## src/rtl/ram_arb_pkg.sv

```systemverilog
// ram_arb_pkg: shared constants and types for the ram_arbiter block.
//   REQ_FETCH / REQ_LSU / REQ_DBG : requester indices (core fetch, core
//                                   load/store, loader/debug port)
//   arb_state_e                   : ownership state of the arbiter
//   ptr_width()                   : width of a requester index
package ram_arb_pkg;

   localparam int REQ_FETCH = 0;
   localparam int REQ_LSU   = 1;
   localparam int REQ_DBG   = 2;

   typedef enum logic {
      ST_OPEN   = 1'b0,
      ST_LOCKED = 1'b1
   } arb_state_e;

   // Index width for n requesters; never narrower than one bit.
   function automatic int ptr_width(input int n);
      return (n < 2) ? 1 : $clog2(n);
   endfunction

endpackage

```

## src/rtl/ram_arbiter_if.sv

```systemverilog
// ram_arbiter_if: requester-side bus of ram_arbiter.
//   req/req_addr/req_din/req_bwe/req_lock : per-requester request bundle,
//                                           requester i occupies slice i
//   gnt/rvalid/rdata                      : grant, read-valid and read data
// Modports: master = requester side, slave = arbiter side.
interface ram_arbiter_if #(
   parameter int NREQ       = 3,
   parameter int ADDR_WIDTH = 12
);
   logic [NREQ-1:0]                  req;
   logic [NREQ*(ADDR_WIDTH-2)-1:0]   req_addr;
   logic [NREQ*32-1:0]               req_din;
   logic [NREQ*4-1:0]                req_bwe;
   logic [NREQ-1:0]                  req_lock;
   logic [NREQ-1:0]                  gnt;
   logic [NREQ-1:0]                  rvalid;
   logic [31:0]                      rdata;

   modport master (
      output req, req_addr, req_din, req_bwe, req_lock,
      input  gnt, rvalid, rdata
   );

   modport slave (
      input  req, req_addr, req_din, req_bwe, req_lock,
      output gnt, rvalid, rdata
   );
endinterface

```

## src/rtl/ram_arbiter_rr_pick.sv

```systemverilog
// rr_pick: combinational round-robin picker.
//   req  : request vector (NREQ bits)
//   ptr  : index of the last granted requester
//   gnt  : one-hot grant to the first requester after ptr (wrapping), or 0
module rr_pick #(
   parameter int NREQ  = 3,
   parameter int PTR_W = 2
) (
   input  logic [NREQ-1:0]  req,
   input  logic [PTR_W-1:0] ptr,
   output logic [NREQ-1:0]  gnt
);

   logic [PTR_W:0]      sh;
   logic [2*NREQ-1:0]   rot_dbl;
   logic [NREQ-1:0]     rot;
   logic [NREQ-1:0]     first;
   logic [NREQ:0]       seen;
   logic [2*NREQ-1:0]   back_dbl;

   // Rotate so the requester right after ptr lands in bit 0.
   assign sh      = (PTR_W+1)'(ptr) + (PTR_W+1)'(1);
   assign rot_dbl = {req, req} >> sh;
   assign rot     = rot_dbl[NREQ-1:0];

   // Lowest set bit of the rotated vector wins.
   assign seen[0] = 1'b0;
   generate
      for (genvar gi = 0; gi < NREQ; gi++) begin : g_first
         assign first[gi]    = rot[gi] & ~seen[gi];
         assign seen[gi + 1] = seen[gi] | rot[gi];
      end
   endgenerate

   // Undo the rotation: the upper half of the doubled, left-shifted
   // vector puts the winner back at its original index.
   assign back_dbl = {first, first} << sh;
   assign gnt      = back_dbl[2*NREQ-1:NREQ];

endmodule

```

## src/rtl/ram_arbiter.sv

```systemverilog
// ram_arbiter: round-robin arbiter sharing one ram32 between NREQ requesters.
//   clk, resetn          : clock, asynchronous active-low reset
//   bus (slave modport)  : requester bundle (req, req_addr, req_din, req_bwe,
//                          req_lock in; gnt, rvalid, rdata out)
//   ram_addr/ram_din/ram_bwe/ram_ren out, ram_dout in : ram32 port
// A grant is combinational and issues the access to the RAM in the same
// cycle; read data returns one cycle later with rvalid.
// Optional feature: define RAM_ARB_LOCK_EN to let a requester keep ownership
// across consecutive accesses with req_lock. Without it req_lock is ignored.
module ram_arbiter
   import ram_arb_pkg::*;
#(
   parameter int NREQ       = 3,
   parameter int ADDR_WIDTH = 12
) (
   input  logic                  clk,
   input  logic                  resetn,
   ram_arbiter_if.slave          bus,
   output logic [ADDR_WIDTH-3:0] ram_addr,
   output logic [31:0]           ram_din,
   output logic [3:0]            ram_bwe,
   output logic                  ram_ren,
   input  logic [31:0]           ram_dout
);

   localparam int AW    = ADDR_WIDTH - 2;
   localparam int PTR_W = ptr_width(NREQ);

   logic [PTR_W-1:0] ptr_q, ptr_d;
   logic [NREQ-1:0]  rvalid_q, rvalid_d;
   arb_state_e       state_q, state_d;

   logic [NREQ-1:0]  eligible;
   logic [NREQ-1:0]  pick;
   logic [NREQ-1:0]  gnt_int;
   logic             grant_any;
   logic [PTR_W-1:0] grant_idx;
   logic [AW-1:0]    sel_addr;
   logic [31:0]      sel_din;
   logic [3:0]       sel_bwe;

   logic [AW-1:0]    addr_slice [NREQ];
   logic [31:0]      din_slice  [NREQ];
   logic [3:0]       bwe_slice  [NREQ];

   generate
      for (genvar gi = 0; gi < NREQ; gi++) begin : g_slice
         assign addr_slice[gi] = bus.req_addr[gi*AW +: AW];
         assign din_slice[gi]  = bus.req_din[gi*32 +: 32];
         assign bwe_slice[gi]  = bus.req_bwe[gi*4 +: 4];
      end
   endgenerate

`ifdef RAM_ARB_LOCK_EN
   logic [PTR_W-1:0] owner_q, owner_d;
   logic [NREQ-1:0]  owner_mask;
   logic             lock_hold;

   // Ownership is released in the same cycle the owner drops req_lock, so
   // the other requesters compete again immediately.
   always_comb begin
      owner_mask          = '0;
      owner_mask[owner_q] = 1'b1;
      lock_hold           = (state_q == ST_LOCKED) && bus.req_lock[owner_q];
      eligible            = lock_hold ? (bus.req & owner_mask) : bus.req;
   end
`else
   logic unused_cfg;
   assign unused_cfg = ^{bus.req_lock, state_q};
   assign eligible   = bus.req;
`endif

   rr_pick #(
      .NREQ  (NREQ),
      .PTR_W (PTR_W)
   ) u_rr_pick (
      .req (eligible),
      .ptr (ptr_q),
      .gnt (pick)
   );

   // Reset is asynchronous, so the combinational grant is gated by it too.
   assign gnt_int   = resetn ? pick : '0;
   assign grant_any = |gnt_int;

   always_comb begin
      sel_addr  = '0;
      sel_din   = '0;
      sel_bwe   = '0;
      grant_idx = '0;
      for (int i = 0; i < NREQ; i++) begin
         if (gnt_int[i]) begin
            sel_addr  = addr_slice[i];
            sel_din   = din_slice[i];
            sel_bwe   = bwe_slice[i];
            grant_idx = PTR_W'(i);
         end
      end
   end

   assign ram_addr = sel_addr;
   assign ram_din  = sel_din;
   assign ram_bwe  = sel_bwe;
   assign ram_ren  = grant_any && (sel_bwe == 4'b0000);

   always_comb begin
      rvalid_d = ram_ren ? gnt_int : '0;
      ptr_d    = grant_any ? grant_idx : ptr_q;
      state_d  = ST_OPEN;
`ifdef RAM_ARB_LOCK_EN
      owner_d  = owner_q;
      if (lock_hold) begin
         state_d = ST_LOCKED;
      end else if (grant_any && bus.req_lock[grant_idx]) begin
         state_d = ST_LOCKED;
         owner_d = grant_idx;
      end
`endif
   end

   always_ff @(posedge clk or negedge resetn) begin
      if (!resetn) begin
         // Pointer at the last index so requester 0 wins first.
         ptr_q    <= PTR_W'(NREQ - 1);
         rvalid_q <= '0;
         state_q  <= ST_OPEN;
`ifdef RAM_ARB_LOCK_EN
         owner_q  <= '0;
`endif
      end else begin
         ptr_q    <= ptr_d;
         rvalid_q <= rvalid_d;
         state_q  <= state_d;
`ifdef RAM_ARB_LOCK_EN
         owner_q  <= owner_d;
`endif
      end
   end

   assign bus.gnt    = gnt_int;
   assign bus.rvalid = rvalid_q;
   assign bus.rdata  = ram_dout;

endmodule

```

## src/flat_wrapper.sv

```systemverilog
// flat-port wrapper written by rule: the top's interface ports become plain ports
module ram_arbiter_flat import ram_arb_pkg::*;
#(
   parameter int NREQ       = 3,
   parameter int ADDR_WIDTH = 12
)
  (clk, resetn, ram_addr, ram_din, ram_bwe, ram_ren, ram_dout, bus_req, bus_req_addr, bus_req_din, bus_req_bwe, bus_req_lock, bus_gnt, bus_rvalid, bus_rdata);
  ram_arbiter_if #(.NREQ(NREQ), .ADDR_WIDTH(ADDR_WIDTH)) bus_i ();
  input  logic clk;
  input  logic resetn;
  output logic [ADDR_WIDTH-3:0] ram_addr;
  output logic [31:0] ram_din;
  output logic [3:0] ram_bwe;
  output logic ram_ren;
  input  logic [31:0] ram_dout;
  input wire logic [$bits(bus_i.req)-1:0] bus_req;
  input wire logic [$bits(bus_i.req_addr)-1:0] bus_req_addr;
  input wire logic [$bits(bus_i.req_din)-1:0] bus_req_din;
  input wire logic [$bits(bus_i.req_bwe)-1:0] bus_req_bwe;
  input wire logic [$bits(bus_i.req_lock)-1:0] bus_req_lock;
  output wire logic [$bits(bus_i.gnt)-1:0] bus_gnt;
  output wire logic [$bits(bus_i.rvalid)-1:0] bus_rvalid;
  output wire logic [$bits(bus_i.rdata)-1:0] bus_rdata;
  assign bus_i.req = bus_req;
  assign bus_i.req_addr = bus_req_addr;
  assign bus_i.req_din = bus_req_din;
  assign bus_i.req_bwe = bus_req_bwe;
  assign bus_i.req_lock = bus_req_lock;
  assign bus_gnt = bus_i.gnt;
  assign bus_rvalid = bus_i.rvalid;
  assign bus_rdata = bus_i.rdata;
  ram_arbiter #(.NREQ(NREQ), .ADDR_WIDTH(ADDR_WIDTH)) u_core (.clk(clk), .resetn(resetn), .bus(bus_i), .ram_addr(ram_addr), .ram_din(ram_din), .ram_bwe(ram_bwe), .ram_ren(ram_ren), .ram_dout(ram_dout));
endmodule
```

## config.mk

```make
export PLATFORM = sky130hd
export DESIGN_NAME = ram_arbiter_flat
export DESIGN_NICKNAME = d
export VERILOG_FILES = /design/src/rtl/ram_arb_pkg.sv /design/src/rtl/ram_arbiter_if.sv /design/src/rtl/ram_arbiter_rr_pick.sv /design/src/rtl/ram_arbiter.sv /design/src/flat_wrapper.sv
export SDC_FILE = /design/constraint.sdc
export NUM_CORES = 1
export LEC_CHECK = 0
export ABC_CLOCK_PERIOD_IN_PS = 3700
export CAP_MARGIN = 20
export CORE_AREA = 4 4 101 103
export CTS_CLUSTER_DIAMETER = 200
export DETAILED_ROUTE_END_ITERATION = 7
export DIE_AREA = 0 0 105 107
export PLACE_DENSITY_LB_ADDON = 0.15
export SLEW_MARGIN = 20
export SYNTH_ARGS = -nofsm -noshare
export SYNTH_HDL_FRONTEND = slang
export SYNTH_SLANG_ARGS = --single-unit
```

## constraint.sdc

```tcl
create_clock -name clk -period 3.7 [get_ports clk]
set_input_delay 0.74 -clock clk [delete_from_list [all_inputs] [get_ports clk]]
set_output_delay 0.74 -clock clk [all_outputs]
set_load 0.02 [all_outputs]
```

## Yosys cells after proc, flatten, opt, wreduce, memory -nomap -nowiden

Cells that the tools add are included.

| storage, ports and cells | value |
|---|---|
| bits in registers | 5 |
| bits of input ports | 178 |

| cells by class | value |
|---|---|
| add/sub/neg operators | 1 |
| shift operators | 2 |
| mux-type cells | 13 |
| bitwise operators | 5 |
| reductions and logical operators | 3 |

Operator list:

| cell | number |
|---|---|
| $mux W32 | 3 |
| $mux W10 | 3 |
| $mux W4 | 3 |
| $mux W3 | 2 |
| $shl A6 B3 Y6 | 1 |
| $shr A6 B3 Y3 | 1 |
| $logic_not A4 Y1 | 1 |
| $add A2 B1 Y3 const B | 1 |
| $reduce_or A3 Y1 | 1 |
| $and A1 B1 Y1 | 2 |
| $mux W2 | 1 |
| $not A1 Y1 | 2 |
| $logic_and A1 B1 Y1 | 1 |
| $mux W1 | 1 |
| $or A1 B1 Y1 | 1 |

## Logic depth before layout (Yosys ltp)

| depth | value |
|---|---|
| depth in word-level cells | 13 |
| mapped depth | 11 |
| depth with buffers taken out | 8 |

## Modules after synthesis

A second synthesis with hierarchy kept.

| unflattened totals | value |
|---|---|
| cell total of the unflattened synthesis | 238 |
| area total of the unflattened synthesis | 1486.4 um2 |

Modules (own cells, without submodules):

| module | instances | cells each | area an instance (um2) |
|---|---|---|---|
| ram_arbiter | 1 | 211 | 1268.7 |
| rr_pick | 1 | 27 | 217.7 |

## Least setup slack after synthesis

OpenSTA, ideal clock, no wires.

| path | value |
|---|---|
| path type | input to output |
| from | input port bus_req[0] |
| to | output port ram_bwe[3] |
| arrival time | 2.513 ns |
| setup slack | 0.447 ns |
| stages on the path | 9 |
| cells stage by stage | buf_2 nor4bb_1 a21oi_1 o311a_1 nor3_2 buf_2 buf_2 a21oi_1 o21ai_1 |

| between the ends | value |
|---|---|
| elaborated cells on any way between the ends | 11 |
| classes of those cells | shift (2); mux (4); bitwise (5) |

RTL lines:

| what | RTL line | RTL |
|---|---|---|
| start, declared | flat_wrapper.sv:16 | `input wire logic [$bits(bus_i.req)-1:0] bus_req;` |
| $shr A6 B3 Y3 * | ram_arbiter_rr_pick.sv:23 | `assign rot_dbl = {req, req} >> sh;` |
| $or A1 B1 Y1 | ram_arbiter_rr_pick.sv:31 | `assign seen[gi + 1] = seen[gi] \| rot[gi];` |
| $not A1 Y1 | ram_arbiter_rr_pick.sv:30 | `assign first[gi] = rot[gi] & ~seen[gi];` |
| $and A1 B1 Y1 | ram_arbiter_rr_pick.sv:30 |  |
| $shl A6 B3 Y6 * | ram_arbiter_rr_pick.sv:37 | `assign back_dbl = {first, first} << sh;` |
| $mux W3 * | ram_arbiter.sv:83 | `assign gnt_int = resetn ? pick : '0;` |
| named net bus_gnt[1] | flat_wrapper.sv:21 | `output wire logic [$bits(bus_i.gnt)-1:0] bus_gnt;` |
| $mux W4 * (2 in series) | ram_arbiter.sv:92 | `if (gnt_int[i]) begin` |
| end, declared | flat_wrapper.sv:13 | `output logic [3:0] ram_bwe;` |

Mark *: on every way through the listed nets, which the timed path passes. The rest lies on a longest branch.

## Worst setup path in the final report

| path | value |
|---|---|
| from | input port bus_req[1] |
| to | output port ram_ren |

| between the ends | value |
|---|---|
| longest elaborated chain between the ends | 11 |
| elaborated cells on any way between the ends | 14 |
| classes of those cells | shift (2); mux (4); bitwise (5); reduce/logical (3) |

RTL lines:

| what | RTL line | RTL |
|---|---|---|
| $shr A6 B3 Y3 * | ram_arbiter_rr_pick.sv:23 |  |
| $or A1 B1 Y1 | ram_arbiter_rr_pick.sv:31 |  |
| $not A1 Y1 | ram_arbiter_rr_pick.sv:30 |  |
| $and A1 B1 Y1 | ram_arbiter_rr_pick.sv:30 |  |
| $shl A6 B3 Y6 * | ram_arbiter_rr_pick.sv:37 |  |
| $mux W3 * | ram_arbiter.sv:83 |  |
| $mux W4 (3 in series) | ram_arbiter.sv:92 |  |
| $logic_not A4 Y1 | ram_arbiter.sv:104 | `assign ram_ren = grant_any && (sel_bwe == 4'b0000);` |
| $logic_and A1 B1 Y1 * | ram_arbiter.sv:104 |  |
| end, declared | flat_wrapper.sv:14 | `output logic ram_ren;` |

Mark *: on every way between the ends. The rest lies on a longest branch, timed or not.

==> impl_metrics.ini <==
[sta]
tightestPinTransition_ns = 0.4157
hold_viol = 0
tns_ns = 0
fin_ws_ns = 0.1361
layout_min_cycle_time_ns = 3.564
relSlewSlack_pct = 72.29
fmax_mhz = 280.6
fin_crit_sh_pct = 96.32
finalClockSkew_ns = 0.0002620
maxSlewViolCount = 0
setup_violations = 0

[cells_and_area]
n_antenna_cell = 0
final_layout_size_suffix_gt1_share_pct = 15.44
final_cells = 519
area_growth_pct = 123.9
utilization_pct = 40.15
nFillCells = 984
nets = 588

[synthesis]
synth_cell_types = 41
yosysWarnings = 0
avgSynthCellArea_sq_um = 7.362
netlist_instances = 224
synth_edf_count = 0
synth_nets = 403
ys_ff_latch = 5
ys.flop_type = dfrtp_1
synth_seq_area_share_pct = 7.663
synthArstFlopShare_pct = 100.0
syn_area_sq_mm = 0.001649

[drt]
drt_wl_total_um = 9409
ant_nets = 0
dr.pass1.iters = 8
vias = 2547
viasPerCell = 4.908
drc_errors = 6
drt_iter0_markers = 375
wire_per_inst_um = 18.13

[global_route]
grt_pass1_vias = 2629
gr-total-overflow = 0
grtUsageTotal_pct = 15.14
grt_pass1_wl_um = 13740
antenna_found_initial = 0
grt_max_degree = 23

[floorplanning]
row_count = 35
pin_count = 263
core_sq_mm = 0.009196
initial_core_util_pct = 17.93
die_w_um = 105
die_h_um = 107
dieArea_sq_mm = 0.01124

[clock_tree]
clk_pin_slew_ns = 0.04
cts_root_buffer = clkbuf_8
clock_path_buffers = 2
numCtsBuffers = 3
clock-sinks = 5
htreeDepth = 1
clk_latency_ns = 0.22
cts_tree = yes

[setup_path]
path_max_fanout = 10
path_class = input pin to output port
required_ns = 2.96
rr_worst_depth = 11
rrSetupSlack_ns = 0.91
worst_setup_path_end_kind = output port
worstPathArrival_ns = 2.82
r2r-start = u_core.ptr_q[1]
start_kind = input pin
r2r_end = u_core.bus.rvalid[2]

[status]
failed_checks = design-rule violations
outcome = finished with violations

[place]
portBuffers = 195
pre_cts_slack_ns = -0.6215
dp.cells = 509
place_hpwl_um = 7848
gp_congestion = 0.8504

[hold_path]
hold_end = u_core.ptr_q[1]
min_path_type = flip-flop to flip-flop
holdCritStartpoint = u_core.ptr_q[1]
min_path_cells = 2

[power_and_ir_drop]
max-vdd-ir-drop_uv = 351.2
p_leak_nw = 1.808
power_density_mw_per_mm2 = 793.7

[run]
cap_violations = 0
metal layers:
metal / share of wire, % / track usage [%] / up-vias
met2: 52 / 28.09 / 144
met1: 35 / 15.95 / 1183
met4: 3.3 / 6.373 / 0
met3: 9.4 / 4.335 / 34
met5: 0 / 0 / -
li1: - / - / 1186
sequential cells by signal, summed over array words and instances (netlist names):
register,count
u_core.bus.rvalid,3
u_core.ptr_q,2
report_power, final:
part	total, W	internal (W)	switching, W
logic	0.00274	0.00127	0.00146
registers	0.0000900	0.0000760	0.0000139
clock network	0.000103	0.0000742	0.0000290
final cells by class:
type,instances,area [sq um],share of cell area (%)
Tap cell,111,138.9,3.761
Inverter,47,176.4,4.778
Clock buffer,4,45.04,1.220
Multi-Input combinational cell,115,957.2,25.92
Timing Repair Buffer,237,2248,60.89
Sequential cell,5,126.4,3.423
critical path, cell delays in order:
cell,delay (ns)
clkbuf_2,0.16
nor3b_1,0.17
o22ai_1,0.23
a311oi_2,0.16
a41o_2,0.29
buf_4,0.16
a222oi_1,0.33
nand2_1,0.17
nor3b_2,0.24
buf_4,0.17
cells in the final DEF (no fill, tap or decap), types with 4 or more instances in the layout:
| master | netlist | layout |
|---|---|---|
| nor2_1 | 7 | 7 |
| inv_1 | 46 | 46 |
| buf_4 | 34 | 38 |
| a21oi_1 | 6 | 6 |
| or3_1 | 4 | 4 |
| clkdlybuf4s50_1 | 0 | 145 |
| a222oi_1 | 45 | 45 |
| nand2_1 | 8 | 8 |
| dlygate4sd2_1 | 0 | 45 |
| dfrtp_1 | 4 | 4 |
| nor2b_1 | 4 | 4 |
| buf_12 | 0 | 4 |
logic make-up (layout without fill, tap and decap cells):
| group | after synthesis | count (layout) | share of synthesized area [%] |
|---|---|---|---|
| adder cells (fa/ha/maj) | 1 | 1 | 0.7586 |
| AO/OA/AOI/OAI | 73 | 73 | 39.98 |
| flip-flops | 5 | 5 | 7.664 |
| multiplexers | 1 | 1 | 0.6070 |
| AND/OR/NAND/NOR | 40 | 40 | 14.79 |
| buffers and inverters | 104 | 288 | 36.19 |
cell usage after synthesis, types with 3 or more instances:
cell	number	share of area, %
a222oi_1	45	27
buf_2	15	4.6
nand2_1	8	1.8
buf_4	34	15
o21ai_1	3	0.91
buf_6	8	5.5
o211ai_1	3	1.4
nor2_1	7	1.6
a21oi_1	6	1.8
dfrtp_1	4	6.1
nor3_2	3	1.8
or3_1	4	1.5
inv_1	46	10
nor2b_1	4	1.5
worst max path at each step:
stage	to	slack, ns	from	cells after the start
global placement	ram_ren	-0.67	bus_req[1]	9
detailed placement	ram_ren	-0.62	bus_req[1]	9
floorplan	ram_bwe[3]	0.45	bus_req[0]	9
finish	ram_ren	0.14	bus_req[1]	10
global route	ram_ren	-0.01	u_core.ptr_q[1]	11
CTS	ram_ren	-0.04	bus_req[2]	11
what timing repair did:
item                                    in CTS  in global routing
hold buffers                                 0                  0
endpoints found under the setup margin      50                 49
resized for setup                           58                  8
setup buffers                                5                  1
pin swaps                                    8                  8
metrics by stage:
stage	hold slack, ns	cell area (sq um)	total power [W]
global route	0.7203	3692	0.003154
CTS	0.7217	3682	0.002926
finish	0.6984	3692	0.002931
detailed placement	0.7166	3652	0.003013
floorplan	0.4444	1649	0.001681
global placement	0.7152	3652	0.003011
(Power assumes the default switching activity.)
